==> config.mk <==
export PLATFORM = sky130hd
export DESIGN_NAME = tdm_demux4_b4
export DESIGN_NICKNAME = d
export VERILOG_FILES = /design/src/rtl/tdm_demux4_b4_pkg.sv /design/src/rtl/tdm_demux4_b4_chan_reg.sv /design/src/rtl/tdm_demux4_b4.sv
export SDC_FILE = /design/constraint.sdc
export NUM_CORES = 1
export LEC_CHECK = 0
export BUFFER_PORTS_ARGS = -buffer_cell sky130_fd_sc_hd__buf_2
export CAP_MARGIN = 20
export CORE_MARGIN = 1
export CORE_UTILIZATION = 44
export CTS_BUF_LIST = sky130_fd_sc_hd__clkbuf_8
export CTS_CLUSTER_DIAMETER = 120
export CTS_CLUSTER_SIZE = 28
export DETAILED_ROUTE_END_ITERATION = 16
export PLACE_DENSITY = 0.78
export SLEW_MARGIN = 20
export SYNTH_ARGS = -nofsm -noshare
export SYNTH_HDL_FRONTEND = slang
export SYNTH_SLANG_ARGS = --single-unit
==> constraint.sdc <==
create_clock -name clk -period 5.2 [get_ports clk]
set_input_delay 0.52 -clock clk [delete_from_list [all_inputs] [get_ports clk]]
set_output_delay 0.52 -clock clk [all_outputs]
set_load 0.01 [all_outputs]
==> src/rtl/tdm_demux4_b4_pkg.sv <==
// Shared types and constants for the 4-slot TDM receive demultiplexer.
// Holds the framing state enum and the channel/slot geometry.
package tdm_pkg;

    localparam int N_CH      = 4;
    localparam int SLOT_W    = 2;
    localparam int WIDTH_DEF = 4;

    typedef enum logic [1:0] {
        HUNT   = 2'd0,
        CHECK  = 2'd1,
        LOCKED = 2'd2
    } tdm_state_t;

endpackage

==> src/rtl/tdm_demux4_b4_chan_reg.sv <==
// One-entry valid/ready holding register for a single output channel.
// A load wins over a drain, so a same-cycle drain and load refills without a bubble.
module tdm_chan_reg #(
    parameter int WIDTH = 4
) (
    input  logic             clk,
    input  logic             rst,
    input  logic             load,
    input  logic [WIDTH-1:0] data,
    input  logic             ready,
    output logic             valid,
    output logic [WIDTH-1:0] q
);

    always_ff @(posedge clk) begin
        if (rst) begin
            valid <= 1'b0;
            q     <= '0;
        end else if (load) begin
            valid <= 1'b1;
            q     <= data;
        end else if (ready) begin
            valid <= 1'b0;
        end
    end

endmodule

==> src/rtl/tdm_demux4_b4.sv <==
// Receive end of the 4-slot TDM link: frame lock FSM, slot tracking and
// per-slot delivery into four valid/ready channel registers.
//
//   state  | meaning
//   -------+-----------------------------------------------------------
//   HUNT   | waiting for an in_sof beat; everything else is dropped
//   CHECK  | counting well-formed frames, nothing delivered
//   LOCKED | slot k goes to channel k; framing mismatch drops back to HUNT
module tdm_demux4_b4
    import tdm_pkg::*;
#(
    parameter int WIDTH       = WIDTH_DEF,
    parameter int LOCK_FRAMES = 2
) (
    input  logic              clk,
    input  logic              rst,
    input  logic [WIDTH-1:0]  in_data,
    input  logic              in_valid,
    input  logic              in_sof,
    output logic              in_ready,
    output logic [SLOT_W-1:0] S,
    output logic [WIDTH-1:0]  D0,
    output logic [WIDTH-1:0]  D1,
    output logic [WIDTH-1:0]  D2,
    output logic [WIDTH-1:0]  D3,
    output logic [N_CH-1:0]   D_valid,
    input  logic [N_CH-1:0]   D_ready,
    output logic              locked,
    output logic              frame_done,
    output logic              sync_err
);

    localparam int GC_W = $clog2(LOCK_FRAMES + 1);
    localparam logic [SLOT_W-1:0] LAST_SLOT = SLOT_W'(N_CH - 1);

    tdm_state_t        state_q, state_d;
    logic [SLOT_W-1:0] slot_q, slot_d;
    logic [GC_W-1:0]   good_q, good_d;
    logic              frame_done_d, sync_err_d;
    logic              acc, mism;
    logic [N_CH-1:0]   load;
    logic [WIDTH-1:0]  d_q [N_CH];

    // Once locked, only the channel the next beat targets can stall the link.
    assign in_ready = (state_q == LOCKED) ? (!D_valid[slot_q] | D_ready[slot_q]) : 1'b1;
    assign acc      = in_valid & in_ready;
    assign mism     = acc & (in_sof != (slot_q == '0));
    assign locked   = (state_q == LOCKED);
    assign S        = slot_q;

    always_comb begin
        state_d      = state_q;
        slot_d       = slot_q;
        good_d       = good_q;
        frame_done_d = 1'b0;
        sync_err_d   = 1'b0;
        case (state_q)
            HUNT: begin
                if (acc && in_sof) begin
                    state_d = CHECK;
                    slot_d  = SLOT_W'(1);
                    good_d  = '0;
                end
            end
            CHECK: begin
                if (mism) begin
                    state_d = HUNT;
                    slot_d  = '0;
                end else if (acc) begin
                    slot_d = slot_q + 1'b1;
                    if (slot_q == LAST_SLOT) begin
                        good_d = good_q + 1'b1;
                        if (good_q == GC_W'(LOCK_FRAMES - 1)) state_d = LOCKED;
                    end
                end
            end
            LOCKED: begin
                if (mism) begin
                    sync_err_d = 1'b1;
                    state_d    = HUNT;
                    slot_d     = '0;
                end else if (acc) begin
                    slot_d       = slot_q + 1'b1;
                    frame_done_d = (slot_q == LAST_SLOT);
                end
            end
            default: begin
                state_d = HUNT;
                slot_d  = '0;
            end
        endcase
    end

    always_ff @(posedge clk) begin
        if (rst) begin
            state_q    <= HUNT;
            slot_q     <= '0;
            good_q     <= '0;
            frame_done <= 1'b0;
            sync_err   <= 1'b0;
        end else begin
            state_q    <= state_d;
            slot_q     <= slot_d;
            good_q     <= good_d;
            frame_done <= frame_done_d;
            sync_err   <= sync_err_d;
        end
    end

    for (genvar k = 0; k < N_CH; k++) begin : g_chan
        assign load[k] = acc & locked & !mism & (slot_q == SLOT_W'(k));

        tdm_chan_reg #(.WIDTH(WIDTH)) u_chan (
            .clk   (clk),
            .rst   (rst),
            .load  (load[k]),
            .data  (in_data),
            .ready (D_ready[k]),
            .valid (D_valid[k]),
            .q     (d_q[k])
        );
    end

    assign D0 = d_q[0];
    assign D1 = d_q[1];
    assign D2 = d_q[2];
    assign D3 = d_q[3];

endmodule

# Word-level counts from Yosys, hierarchy flattened
# Cells that the tools add are included.
# totals
memories	0
register_bits	28
romBits	0
word_cells	88
out_inout_bits	26
ram_bits	0
latch_bits	0
# op_classes
bitwise_logic	11
n_reduce_logical	16
n_mux	29
n_shift	0
n_lt_le_gt_ge	1
n_mul	0
add_sub_neg	2
n_eq_ne	16
div_mod_pow	0
# op_table
cell	n
2-bit two-way mux	12
1-bit two-way mux	12
5-bit AND reduction	2
2-bit nonzero test	5
3-bit != test, second input constant	3
1-bit AND	8
2-bit != test, second input constant	4
2-bit one-hot mux with 2 select lines	2
2-bit by 1-bit == test with 1-bit output, second input constant	3
2-bit == test, second input constant	3
2-bit one-hot mux with 3 select lines	1
2-bit by 1-bit adder with 2-bit output, second input constant	2
1-bit binary-select mux with 2-bit select	2
2-bit logical NOT	2
2-bit OR reduction	2
4-bit OR reduction	1
2-bit by 3-bit less-than comparator with 1-bit output, second input constant	1
3-bit by 1-bit != test with 1-bit output, second input constant	1
1-bit logical NOT	2
2-bit by 1-bit != test with 1-bit output, second input constant	1
1-bit inverter	2
2-bit AND reduction	1
1-bit logical AND	1
1-bit != test	1
1-bit OR	1

# Logic depth before layout (Yosys ltp)
# logic_depth
depth_word	11
mapped_depth	8
depth_no_buf	6

# Cells and area by module
# From an unflattened synthesis, not the netlist that was laid out.
# hier_totals
hier_cells	151
hier_area_um2	1411.4
# modules_own_cells
mod	cells_per_inst	n_inst	area_per_inst_um2
tdm_chan_reg	17	4	181.4
tdm_demux4_b4	83	1	685.7

# Least setup slack after synthesis
# OpenSTA, ideal clock, no wires.
# synth_path
kind	in2out
startpoint	input port D_ready[1]
endpoint	output port in_ready
arrival_ns	1.427
stages	4
setup_slack_ns	3.253
t_required_ns	4.680
path_buffers	1
cell_sequence	nand2b_1 > mux4_2 > buf_6 > nand2b_1
# synth_between
elab_chain_len	4
# synth_rtl
item	line_no	source
start: declaration	tdm_demux4_b4.sv:27	input logic [N_CH-1:0] D_ready,
1-bit binary-select mux with 2-bit select	tdm_demux4_b4.sv:45	assign in_ready = (state_q == LOCKED) ? (!D_valid[slot_q] | D_ready[slot_q]) : 1'b1;
1-bit two-way mux (not written as such)	tdm_demux4_b4.sv:45	
1-bit OR	tdm_demux4_b4.sv:45	
1-bit two-way mux	tdm_demux4_b4.sv:45	
end: declaration	tdm_demux4_b4.sv:20	output logic in_ready,
# Every way passes these cells. The select of a mux whose other input is x is not followed.

# Worst setup path in the final report
# layout_path
startpoint	register slot_q[0] (netlist: S[0])
endpoint	output port in_ready
# layout_between
elab_chain_len	5
word_cells_on_any_way	7
# layout_rtl
item	line_no	source
start: declaration	tdm_demux4_b4.sv:37	logic [SLOT_W-1:0] slot_q, slot_d;
start signal: assignment	tdm_demux4_b4.sv:103	slot_q <= slot_d;
1-bit binary-select mux with 2-bit select	tdm_demux4_b4.sv:45	
1-bit two-way mux (not written as such)	tdm_demux4_b4.sv:45	
1-bit logical NOT	tdm_demux4_b4.sv:45	
1-bit OR *	tdm_demux4_b4.sv:45	
1-bit two-way mux *	tdm_demux4_b4.sv:45	
# Mark *: on every way between the ends. The rest lies on a longest branch, timed or not. The select of a mux whose other input is x is not followed.

==> summary.md <==
| Metric | Value |
|---|---|
| Status | `completed` |
| DRT met1 WL | `between 1000 and 1500 microns` |
| Cell taking the most area after synthesis | `dfxtp_1` |
| Critical path arrival | `1.73 ns` |
| HPWL after DPL | `between 2000 and 2500 microns` |
| Leakage | `approximately 0.81 nW` |
| Cell Area, Synth | `roughly 0.0015 sq mm` |
| Buf/Inv on CP | `2` |
| Root buffer cell | `clkbuf_8` |
| Net Switching | `between 0.15 and 0.2 mW` |
| Io pins | `38` |
| VDD IR max | `0.000147 V` |
| Worst slew margin | `between 60 and 70%` |
| Pre-antenna DRT Iters | `4` |
| Pwr dens | `roughly 320 mW/mm^2` |
| Routed length on met3 | `around 200 microns` |
| Largest net degree at the start of global routing | `37` |
| Iteration-0 DRC count of the detailed router | `slightly below 50` |
| Final setup fails | `0` |
| Switching portion of total power | `between 20 and 30%` |
| Logic pwr share | `~25%` |
| Clock H-tree levels | `1` |
| Syn avg cell area | `roughly 9.6 sq um` |
| Die Wd | `59.7 microns` |
| Post-route ant nets | `0` |
| Hold slack | `between 0.4 and 0.5 ns` |
| Routability cong. | `between 0.8 and 0.9` |
| Worst Skew | `0.00718 ns` |
| Synth top area cells | `dfxtp_1 (38%), mux2i_1 (13%), nand2b_1 (12%)` |
| CORE AREA | `0.00310 sq mm` |
| P_int | `0.387 mW` |
| Fraction of final layout cells sized beyond drive strength 1 | `around a quarter` |
| #FFs+latches synth | `28` |
| DR top layer | `met4` |
| Final Cycle Share | `roughly 43%` |
| Clk slew on worst S/H paths | `about 0.1 ns` |
| # nets final | `between 200 and 250` |
| Clk pwr share | `32.5%` |
| Wire per inst | `13.9 microns` |
| # rows | `20` |
| Hold buffer count at CTS | `0` |
| Max FO, Critical Path | `10` |
| Starting density of the core | `between 40% and 50%` |
| Max_cap viols | `0` |
| Syn_nets | `between 150 and 200` |
| Met2 Wirelength | `1500 microns` |
| Clk Latency, worst-skew pair | `a little under 0.3 ns` |
| Tot Pwr | `about 0.55 mW` |
| Clock Sinks | `28` |
| Vias in the first global route | `1085` |
| Placed Cells incl. Taps | `220` |
| Longest Clk Path Bufs | `2` |
| ANT cells | `0` |
| Slowest CP cell | `mux4_2` |
| GRT Util Overall | `a little under a fifth` |
| Min Clock Period, post-route | `~2.3 ns` |
| Post-Synthesis Cells | `~150` |
| EDFF count, synth | `0` |
| Actual slew at the worst max-slew pin | `0.480 ns` |
| Buffers on Ports | `37` |
| Die area | `0.00357 sq mm` |
| CTS tree | `built` |
| Seq pwr share | `around 43%` |
| DRC | `0` |
| Area Overhead vs Synth | `16.1%` |
| Setup bufs post-CTS | `0` |
| Top cell type's share of synthesized area | `between 30% and 40%` |
| Post-synth ARST share | `0%` |
| Fmax | `around 440 MHz` |
| Unrepaired setup endpoints after global routing | `no` |
| Req. time, crit path | `between 4 and 5 ns` |
| Top FF cell, synth | `dfxtp_1` |
| Total negative slack | `0 ns` |
| Total wire length | `between 3000 and 4000 microns` |
| Critical Path Start Type | `register` |
| Cell family with most CP delay | `multiplexers` |
| Largest stage delay on the critical path | `0.62 ns` |
| Unique cell type count in the Yosys netlist | `35` |
| Tightest Hold Check Type | `register to register` |
| Critical path cell sequence | `inv_2, mux4_2, nand2b_1, buf_2` |
| Remaining Overflow, GRT | `0` |
| # resized after CTS | `0` |
| Initial antenna violation count | `0` |
| Chip height | `about 60 microns` |
| Synth warn | `0` |
| Final Hold Fails | `0` |
| Global-route wire length before repair | `4860 microns` |
| Post-synthesis sequential area ratio | `about two fifths` |
| Layout Cells excl Fill | `~220` |
| Worst setup EP type | `primary output` |
| CTS Buf Count | `3` |
| WS Path Type | `register to primary output` |
| Post-layout util | `approximately 55%` |
| Max Slew Vio Count | `0` |
| DR vias/cell | `5.23` |
| Vias | `approximately 1200` |
## flip-flops by register name (all words and copies together) (netlist names)
register and count:
state_q 2, sync_err 1, g_chan.u_chan.valid 4, frame_done 1
good_q 2, g_chan.u_chan.q 16, S 2
## cell families after synthesis
group	count (synthesis)	synth area share, %
AOI/OAI and AO/OA	16	8.02
xor gates and xnor gates	1	0.597
adders and majority gates	9	7.68
buffers and inverters	20	6.91
DFF	28	38.2
muxes	21	15.5
and+or+nand+nor	57	23.0
## final cells by class
| cell class | instances | area, sq um |
|---|---|---|
| well taps | 44 | 55.1 |
| clock inverters | 1 | 30.0 |
| inverters | 7 | 26.3 |
| flip-flops and latches | 28 | 561 |
| clock buffers | 3 | 41.3 |
| repair buffers | 37 | 185 |
| multi-input cells | 104 | 805 |
| fillers | 300 | 1400 |
## power groups by stage
| stage | clock [mW] | sequential [mW] | combinational, mW |
|---|---|---|---|
| 2_1_floorplan | 0 | 0.237 | 0.102 |
| 3_3_place_gp | 0 | 0.236 | 0.127 |
| 3_5_place_dp | 0 | 0.238 | 0.131 |
| 4_1_cts | 0.173 | 0.233 | 0.133 |
| 5_1_grt | 0.185 | 0.234 | 0.149 |
| 6_report | 0.177 | 0.232 | 0.136 |
## cells in the final DEF, fill, tap and decap left out
cell,count
a211o_1,1
a211oi_1,1
a21oi_1,5
a32oi_1,1
and2_1,1
and3_1,2
buf_2,37
bufinv_16,1
clkbuf_8,3
dfxtp_1,28
ha_1,9
inv_1,6
inv_2,1
mux2_4,1
mux2i_1,19
mux4_2,1
nand2_1,6
nand2b_1,28
nand2b_4,1
nand3_1,5
nand3b_1,1
nand4_1,1
nand4bb_1,1
nor2_1,5
nor2b_1,2
o211a_1,2
o211ai_1,1
o21ai_1,1
o221ai_1,1
o31a_1,1
o32ai_1,2
or2b_1,1
or3_1,3
xor2_1,1
## worst paths after layout
path / from / end / slack (ns) / cells past startpoint
worst max-delay path: S[0] / in_ready / 2.95 / 4
worst min-delay path: g_chan[3].u_chan.q[2] / g_chan[3].u_chan.q[2] / 0.48 / 2
worst max register to register: S[0] / g_chan[0].u_chan.q[3] / 3.10 / 6
worst min register to register: g_chan[3].u_chan.q[2] / g_chan[3].u_chan.q[2] / 0.48 / 2
## routing by layer
metal,global-route usage (%),up-vias
li1,-,568
met1,22.0,552
met2,32.5,46
met3,5.19,5
met4,6.31,0
met5,0,-
## metrics by stage
| step | worst slack, ns | area (sq um) |
|---|---|---|
| 6_report | 2.95 | 1700 |
| 3_3_place_gp | 3.04 | 1630 |
| 2_1_floorplan | 3.25 | 1470 |
| 4_1_cts | 2.96 | 1700 |
| 5_1_grt | 2.90 | 1700 |
| 3_5_place_dp | 3.01 | 1630 |
## cell usage after synthesis (3+ instances only)
master and count:
a21oi_1 5, nand3_1 5, mux2i_1 19, nor2_1 5, nand2_1 6, clkbuf_1 5, inv_1 6, or3_1 3
buf_2 3, nand2b_1 28, ha_1 9, dfxtp_1 28, buf_4 4
## worst register-to-register path, delay by kind of cell (launching register included)
family / cells / cell delay, ns
muxes: 1 / 0.22
adders and majority gates: 1 / 0.30
xor gates and xnor gates: 1 / 0.24
and+or+nand+nor: 2 / 0.68
buffers and inverters: 1 / 0.10
DFF: 1 / 0.45
(Power assumes the default switching activity.)
